`config.mk`:
```
export PLATFORM = sky130hd
export DESIGN_NAME = aes_job_scheduler_flat
export DESIGN_NICKNAME = d
export VERILOG_FILES = /design/src/rtl/aes_job_scheduler_if.sv /design/src/rtl/aes_job_scheduler.sv /design/src/flat_wrapper.sv
export SDC_FILE = /design/constraint.sdc
export NUM_CORES = 1
export LEC_CHECK = 0
export ABC_AREA = 1
export BUFFER_PORTS_ARGS = -buffer_cell sky130_fd_sc_hd__buf_2
export CAP_MARGIN = 30
export CORE_AREA = 2 2 310 312
export CTS_BUF_LIST = sky130_fd_sc_hd__clkbuf_4 sky130_fd_sc_hd__clkbuf_8
export CTS_CLUSTER_DIAMETER = 80
export DETAILED_ROUTE_END_ITERATION = 16
export DIE_AREA = 0 0 312 314
export PLACE_DENSITY = 0.33
export SLEW_MARGIN = 20
export SYNTH_ARGS = -nofsm -noshare
export SYNTH_HDL_FRONTEND = slang
export SYNTH_SLANG_ARGS = --single-unit
```
`constraint.sdc`:
```
create_clock -name clk_master -period 2.7 [get_ports clk_master]
set_input_delay 0.54 -clock clk_master [delete_from_list [all_inputs] [get_ports clk_master]]
set_output_delay 0.54 -clock clk_master [all_outputs]
set_load 0.1 [all_outputs]
```
`src/rtl/aes_job_scheduler_if.sv`:
```
// Handshake bundle between the host-side requesters, the AES job scheduler
// and the shared SPI AES engine.
//   req0_* / req1_*   : job requests (valid/ready, mode, input block)
//   resp0_* / resp1_* : results back to each requester (valid/ready, data, err)
//   eng_*             : launch/result signals of the shared engine
// Modports: slave = scheduler side, master = requesters + engine side.
interface aes_job_scheduler_if #(
  parameter int DW = 128
);
  logic          req0_valid, req0_ready, req0_dec;
  logic [DW-1:0] req0_data;
  logic          resp0_valid, resp0_ready, resp0_err;
  logic [DW-1:0] resp0_data;
  logic          req1_valid, req1_ready, req1_dec;
  logic [DW-1:0] req1_data;
  logic          resp1_valid, resp1_ready, resp1_err;
  logic [DW-1:0] resp1_data;
  logic          eng_start, eng_dec, eng_done;
  logic [DW-1:0] eng_data_in, eng_data_out;

  modport slave (
    input  req0_valid, req0_dec, req0_data, resp0_ready,
    input  req1_valid, req1_dec, req1_data, resp1_ready,
    input  eng_done, eng_data_out,
    output req0_ready, resp0_valid, resp0_data, resp0_err,
    output req1_ready, resp1_valid, resp1_data, resp1_err,
    output eng_start, eng_dec, eng_data_in
  );

  modport master (
    output req0_valid, req0_dec, req0_data, resp0_ready,
    output req1_valid, req1_dec, req1_data, resp1_ready,
    output eng_done, eng_data_out,
    input  req0_ready, resp0_valid, resp0_data, resp0_err,
    input  req1_ready, resp1_valid, resp1_data, resp1_err,
    input  eng_start, eng_dec, eng_data_in
  );
endinterface

```
`src/rtl/aes_job_scheduler.sv`:
```
// Round-robin scheduler putting encrypt/decrypt jobs from two requesters onto
// one shared AES SPI engine. One job in flight: accept -> launch -> wait for
// done -> hand the result back to its owner -> accept the next job.
// Ports:
//   clk_master : single clock, rising edge
//   rst        : synchronous reset, active low
//   bus        : aes_job_scheduler_if.slave (requests, responses, engine)
//   busy       : scheduler not idle
//   jobs_done  : completed responses, wraps at 16 bits
// Optional build macro AES_SCHED_TIMEOUT_EN adds an engine watchdog of
// TO_CYCLES busy cycles; an expired job returns err = 1 with zero data.
module aes_job_scheduler #(
  parameter int DW        = 128,
  parameter int TO_CYCLES = 4096,
  parameter int TO_W      = 13
) (
  input  logic               clk_master,
  input  logic               rst,
  aes_job_scheduler_if.slave bus,
  output logic               busy,
  output logic [15:0]        jobs_done
);
  typedef enum logic [1:0] {IDLE, ISSUE, BUSY, RESP} state_t;
  state_t state, state_nxt;

  logic [1:0]         req_vld, req_dec, req_rdy, resp_rdy, resp_vld, resp_err;
  logic [1:0][DW-1:0] req_dat, resp_dat;
  logic               last_grant, grant, owner, accept, to_hit, eng_start;
  logic               job_dec;
  logic [DW-1:0]      job_dat;

  // The watchdog counter must be able to represent TO_CYCLES.
  if ((64'd1 << TO_W) <= 64'(TO_CYCLES)) begin : g_to_w_check
    $error("aes_job_scheduler: 2**TO_W must exceed TO_CYCLES");
  end

  assign req_vld  = {bus.req1_valid, bus.req0_valid};
  assign req_dec  = {bus.req1_dec, bus.req0_dec};
  assign req_dat  = {bus.req1_data, bus.req0_data};
  assign resp_rdy = {bus.resp1_ready, bus.resp0_ready};

  // Single requester wins outright; on a tie (or nothing pending) the one
  // that did not finish last gets the grant.
  assign grant  = (req_vld == 2'b11 || req_vld == 2'b00) ? ~last_grant : req_vld[1];
  assign accept = (state == IDLE) && req_vld[grant];

  always_ff @(posedge clk_master) begin
    if (!rst) state <= IDLE;
    else      state <= state_nxt;
  end

  always_comb begin
    state_nxt = state;
    eng_start = 1'b0;
    resp_vld  = 2'b00;
    req_rdy   = 2'b00;
    busy      = 1'b1;
    unique case (state)
      IDLE: begin
        busy       = 1'b0;
        req_rdy[0] = req_vld[0] && !grant;
        req_rdy[1] = req_vld[1] && grant;
        if (accept) state_nxt = ISSUE;
      end
      ISSUE: begin
        eng_start = 1'b1;
        state_nxt = BUSY;
      end
      BUSY: if (bus.eng_done || to_hit) state_nxt = RESP;
      RESP: begin
        resp_vld[owner] = 1'b1;
        if (resp_rdy[owner]) state_nxt = IDLE;
      end
      default: state_nxt = IDLE;
    endcase
  end

  always_ff @(posedge clk_master) begin
    if (!rst) begin
      last_grant <= 1'b1;
      owner      <= 1'b0;
      job_dec    <= 1'b0;
      job_dat    <= '0;
      resp_dat   <= '0;
      jobs_done  <= '0;
    end else begin
      if (accept) begin
        owner   <= grant;
        job_dec <= req_dec[grant];
        job_dat <= req_dat[grant];
      end
      // A done in the same cycle as watchdog expiry still delivers real data.
      if (state == BUSY && bus.eng_done)  resp_dat[owner] <= bus.eng_data_out;
      else if (state == BUSY && to_hit)   resp_dat[owner] <= '0;
      if (state == RESP && resp_rdy[owner]) begin
        last_grant <= owner;
        jobs_done  <= jobs_done + 16'd1;
      end
    end
  end

`ifdef AES_SCHED_TIMEOUT_EN
  logic [TO_W-1:0] to_cnt;

  // Cleared while launching so the first BUSY cycle sees 0.
  always_ff @(posedge clk_master) begin
    if (!rst)                to_cnt <= '0;
    else if (state == ISSUE) to_cnt <= '0;
    else if (state == BUSY)  to_cnt <= to_cnt + TO_W'(1);
  end

  assign to_hit = (state == BUSY) && (to_cnt == TO_W'(TO_CYCLES));

  always_ff @(posedge clk_master) begin
    if (!rst) resp_err <= '0;
    else if (state == BUSY) begin
      if (bus.eng_done)  resp_err[owner] <= 1'b0;
      else if (to_hit)   resp_err[owner] <= 1'b1;
    end
  end
`else
  assign to_hit   = 1'b0;
  assign resp_err = '0;
`endif

  assign bus.req0_ready  = req_rdy[0];
  assign bus.req1_ready  = req_rdy[1];
  assign bus.resp0_valid = resp_vld[0];
  assign bus.resp1_valid = resp_vld[1];
  assign bus.resp0_data  = resp_dat[0];
  assign bus.resp1_data  = resp_dat[1];
  assign bus.resp0_err   = resp_err[0];
  assign bus.resp1_err   = resp_err[1];
  assign bus.eng_start   = eng_start;
  assign bus.eng_dec     = job_dec;
  assign bus.eng_data_in = job_dat;
endmodule

```
`src/flat_wrapper.sv`:
```
// flat-port wrapper written by rule: the top's interface ports become plain ports
module aes_job_scheduler_flat 
#(
  parameter int DW        = 128,
  parameter int TO_CYCLES = 4096,
  parameter int TO_W      = 13
)
  (clk_master, rst, busy, jobs_done, bus_req0_valid, bus_req0_dec, bus_req0_data, bus_resp0_ready, bus_req1_valid, bus_req1_dec, bus_req1_data, bus_resp1_ready, bus_eng_done, bus_eng_data_out, bus_req0_ready, bus_resp0_valid, bus_resp0_data, bus_resp0_err, bus_req1_ready, bus_resp1_valid, bus_resp1_data, bus_resp1_err, bus_eng_start, bus_eng_dec, bus_eng_data_in);
  aes_job_scheduler_if #(.DW(DW)) bus_i ();
  input  logic clk_master;
  input  logic rst;
  output logic busy;
  output logic [15:0] jobs_done;
  input wire logic [$bits(bus_i.req0_valid)-1:0] bus_req0_valid;
  input wire logic [$bits(bus_i.req0_dec)-1:0] bus_req0_dec;
  input wire logic [$bits(bus_i.req0_data)-1:0] bus_req0_data;
  input wire logic [$bits(bus_i.resp0_ready)-1:0] bus_resp0_ready;
  input wire logic [$bits(bus_i.req1_valid)-1:0] bus_req1_valid;
  input wire logic [$bits(bus_i.req1_dec)-1:0] bus_req1_dec;
  input wire logic [$bits(bus_i.req1_data)-1:0] bus_req1_data;
  input wire logic [$bits(bus_i.resp1_ready)-1:0] bus_resp1_ready;
  input wire logic [$bits(bus_i.eng_done)-1:0] bus_eng_done;
  input wire logic [$bits(bus_i.eng_data_out)-1:0] bus_eng_data_out;
  output wire logic [$bits(bus_i.req0_ready)-1:0] bus_req0_ready;
  output wire logic [$bits(bus_i.resp0_valid)-1:0] bus_resp0_valid;
  output wire logic [$bits(bus_i.resp0_data)-1:0] bus_resp0_data;
  output wire logic [$bits(bus_i.resp0_err)-1:0] bus_resp0_err;
  output wire logic [$bits(bus_i.req1_ready)-1:0] bus_req1_ready;
  output wire logic [$bits(bus_i.resp1_valid)-1:0] bus_resp1_valid;
  output wire logic [$bits(bus_i.resp1_data)-1:0] bus_resp1_data;
  output wire logic [$bits(bus_i.resp1_err)-1:0] bus_resp1_err;
  output wire logic [$bits(bus_i.eng_start)-1:0] bus_eng_start;
  output wire logic [$bits(bus_i.eng_dec)-1:0] bus_eng_dec;
  output wire logic [$bits(bus_i.eng_data_in)-1:0] bus_eng_data_in;
  assign bus_i.req0_valid = bus_req0_valid;
  assign bus_i.req0_dec = bus_req0_dec;
  assign bus_i.req0_data = bus_req0_data;
  assign bus_i.resp0_ready = bus_resp0_ready;
  assign bus_i.req1_valid = bus_req1_valid;
  assign bus_i.req1_dec = bus_req1_dec;
  assign bus_i.req1_data = bus_req1_data;
  assign bus_i.resp1_ready = bus_resp1_ready;
  assign bus_i.eng_done = bus_eng_done;
  assign bus_i.eng_data_out = bus_eng_data_out;
  assign bus_req0_ready = bus_i.req0_ready;
  assign bus_resp0_valid = bus_i.resp0_valid;
  assign bus_resp0_data = bus_i.resp0_data;
  assign bus_resp0_err = bus_i.resp0_err;
  assign bus_req1_ready = bus_i.req1_ready;
  assign bus_resp1_valid = bus_i.resp1_valid;
  assign bus_resp1_data = bus_i.resp1_data;
  assign bus_resp1_err = bus_i.resp1_err;
  assign bus_eng_start = bus_i.eng_start;
  assign bus_eng_dec = bus_i.eng_dec;
  assign bus_eng_data_in = bus_i.eng_data_in;
  aes_job_scheduler #(.DW(DW), .TO_CYCLES(TO_CYCLES), .TO_W(TO_W)) u_core (.clk_master(clk_master), .rst(rst), .bus(bus_i), .busy(busy), .jobs_done(jobs_done));
endmodule
```
==> results.cfg <==
[sta]
tns_ps = 0
maxSlewViolCount = 0
period_needed_ps = 2450
fmax_mhz = 408
rsz0062_at_grt = false
setup_viol = 0
hold_viol = 0
relSlewSlack_pct = 48.9
worstMarginPinSlew_ps = 767
min_period_over_period_pct = 90.8
finalClockSkew_ps = 30.1
hold_slack_ps = 89.9

[yosys]
ys.flop_type = dfxtp_1
synth_fa_ha_area_share_pct = 0.464
muxShareOfSynthArea_pct = 0
synth_area_leader_cell = dfxtp_1
syn_area_um2 = 16200
async_flop_share_pct = 0
syn_avg_cell_area_um2 = 7.49
yosys.area_share.simple_pct = 25.8
synth-seq-cells = 405
synth_compound_area_share_pct = 14.7
synth_xor_area_share_pct = 0
yosys-top-cells-area = dfxtp_1 50%, nand2_1 10%, nand3_1 8.3%
synth_warnings = 0
yosys.area.top_type_share_pct = 50.1
syn_inst = 2159
synth_edf_count = 0
seq_area_frac_synth_pct = 50.1
synth_top_family_by_area = simple AND/OR/NAND/NOR gates
synth.distinct_cells = 28

[finish]
drive_above_1_share_pct = 33.5
multi_input_area_um2 = 6660
final_common_cell = buf_2
final_cell_mix = 793 x buf_2, 434 x nand2_1, 404 x dfxtp_1
stdcell_count = 4306
n_fill_cell = 10700
area_growth_syn_to_layout_pct = 47.8
final_nets = 3379
final_core_util_pct = 25.3
seqCellArea_um2 = 8110
final_area_um2 = 23900

[critical_path]
r2r-end = u_core.bus.resp0_data[64]
worst-endpoint-required_ps = 2160
r2r-start = u_core.state[0]
critPathLaunch = u_core.state[0]
worstSetupStartpointType = flop
reg2reg_slack_ps = 560
arrival_ps = 1910
path_class = reg2out
reg2reg_depth = 8
critPathMaxFanout = 5
setup.worst_path.end_class = output pin

[placement]
placed_cell_area_um2 = 21600
dp.cells = 4096
gp_congestion = 0.877
io_buffers = 799
hpwl_um = 58000

[route]
antenna_left = 0
vias = 17800
via_per_inst = 4.13
drc = 0
wl_per_cell_um = 18.8
wirelength_um = 80900
drt-initial-drc-count = 734
first_pass_iters = 5

[cts]
clk_pin_slew_ps = 60
htree_num_levels = 3
clockBufferDepth = 3
cts_tree = done
clock-sinks = 405
clock_latency_ps = 720
cts_made_buffers = 82
cts-root-buf = clkbuf_8
cts_setup_buffers = 0

[floorplanning]
ioPinCount = 802
fp-row-count = 113
die_w_um = 312
die-area_um2 = 98000
core_um2 = 94400
start_util_pct = 17.1
die_h_um = 314

[job]
drv_cap = 0

[global_routing]
grtUsageTotal_pct = 15.9
antenna_found_initial = 40
grt-ovfl-total = 0
grt_pass1_wl_um = 119000
grt_max_degree = 129
grt_pass1_vias = 18000

[min_path]
hold_path.class = in2reg
min_to = u_core.bus.resp0_data[115]
hold_start = bus_eng_data_out[115]
whs_path_depth = 3

[power]
ir_worst_vdd_mv = 0.510
powerDensity_nw_per_um2 = 1230
power.leakage_nw = 11.9

[outcome]
status = finished clean
==> worst max-delay path, cell delays in order (launching register included) <==
cell and delay, ps:
dfxtp_1 370, inv_1 90, ha_1 220, inv_2 190
buf_4 340
==> where the power goes <==
part           switching (mW)  internal [mW]
Clock                    2.91           3.64
Sequential              0.658           7.21
Combinational            12.5           2.50
==> cell type report <==
type | count | share of cell area, %
Antenna cell | 12 | 0.126
Clock inverter | 11 | 0.508
Tap cell | 1265 | 6.62
Sequential cell | 405 | 33.9
Multi-Input combinational cell | 1419 | 27.9
Timing Repair Buffer | 910 | 22.1
Inverter | 162 | 2.58
Clock buffer | 122 | 6.29
==> worst max-delay path by stage <==
stage / end / slack (ps)
CTS: bus_resp0_valid / 70
detailed placement: bus_req0_ready / 260
global route: bus_resp0_valid / 100
global placement: bus_req0_ready / 250
finish: busy / 250
floorplan: bus_req0_ready / 50
==> cell usage after synthesis, drive strengths merged, types with 2 or more instances <==
cell type and n:
buf 116, o211ai 130, inv 162, clkbuf 58, ha 6, o21ai 136
dfxtp 405, nor2 291, nand2 437, nor3 2, nand3 270, a21oi 141
nand4 2
==> flip-flops by register name, summed over array words and instances (netlist names) <==
register	cells
u_core.bus.resp1_data	128
u_core.owner	1
u_core.state	2
u_core.last_grant	1
u_core.bus.resp0_data	128
u_core.jobs_done	16
u_core.bus.eng_data_in	128
u_core.bus.eng_dec	1
==> logic make-up after synthesis <==
group | after synthesis
simple gates | 1003
buf+inv | 336
fa+ha+maj | 6
other cells | 1
compound gates | 408
flops | 405
==> through the flow <==
stage / setup slack [ps] / power (mW)
finish: 248 / 29.5
global route: 95.4 / 30.9
CTS: 70.4 / 30.0
detailed placement: 262 / 23.1
global placement: 246 / 23.0
floorplan: 52.4 / 19.8
==> repair_timing <==
action                     4_1_cts  5_1_grt
hold endpoints to repair        65        0
gates resized for setup          4        0
setup endpoints to repair        3        0
hold buffers                    65        0
==> routing by layer <==
metal / part of all wire, % / track usage (%) / vias up
met5: 0.22 / 0 / -
met4: 2.8 / 6.03 / 30
met3: 11 / 7.40 / 164
met2: 47 / 26.7 / 710
met1: 39 / 17.6 / 8165
li1: - / - / 8727
Power figures use the tool's default switching activity.
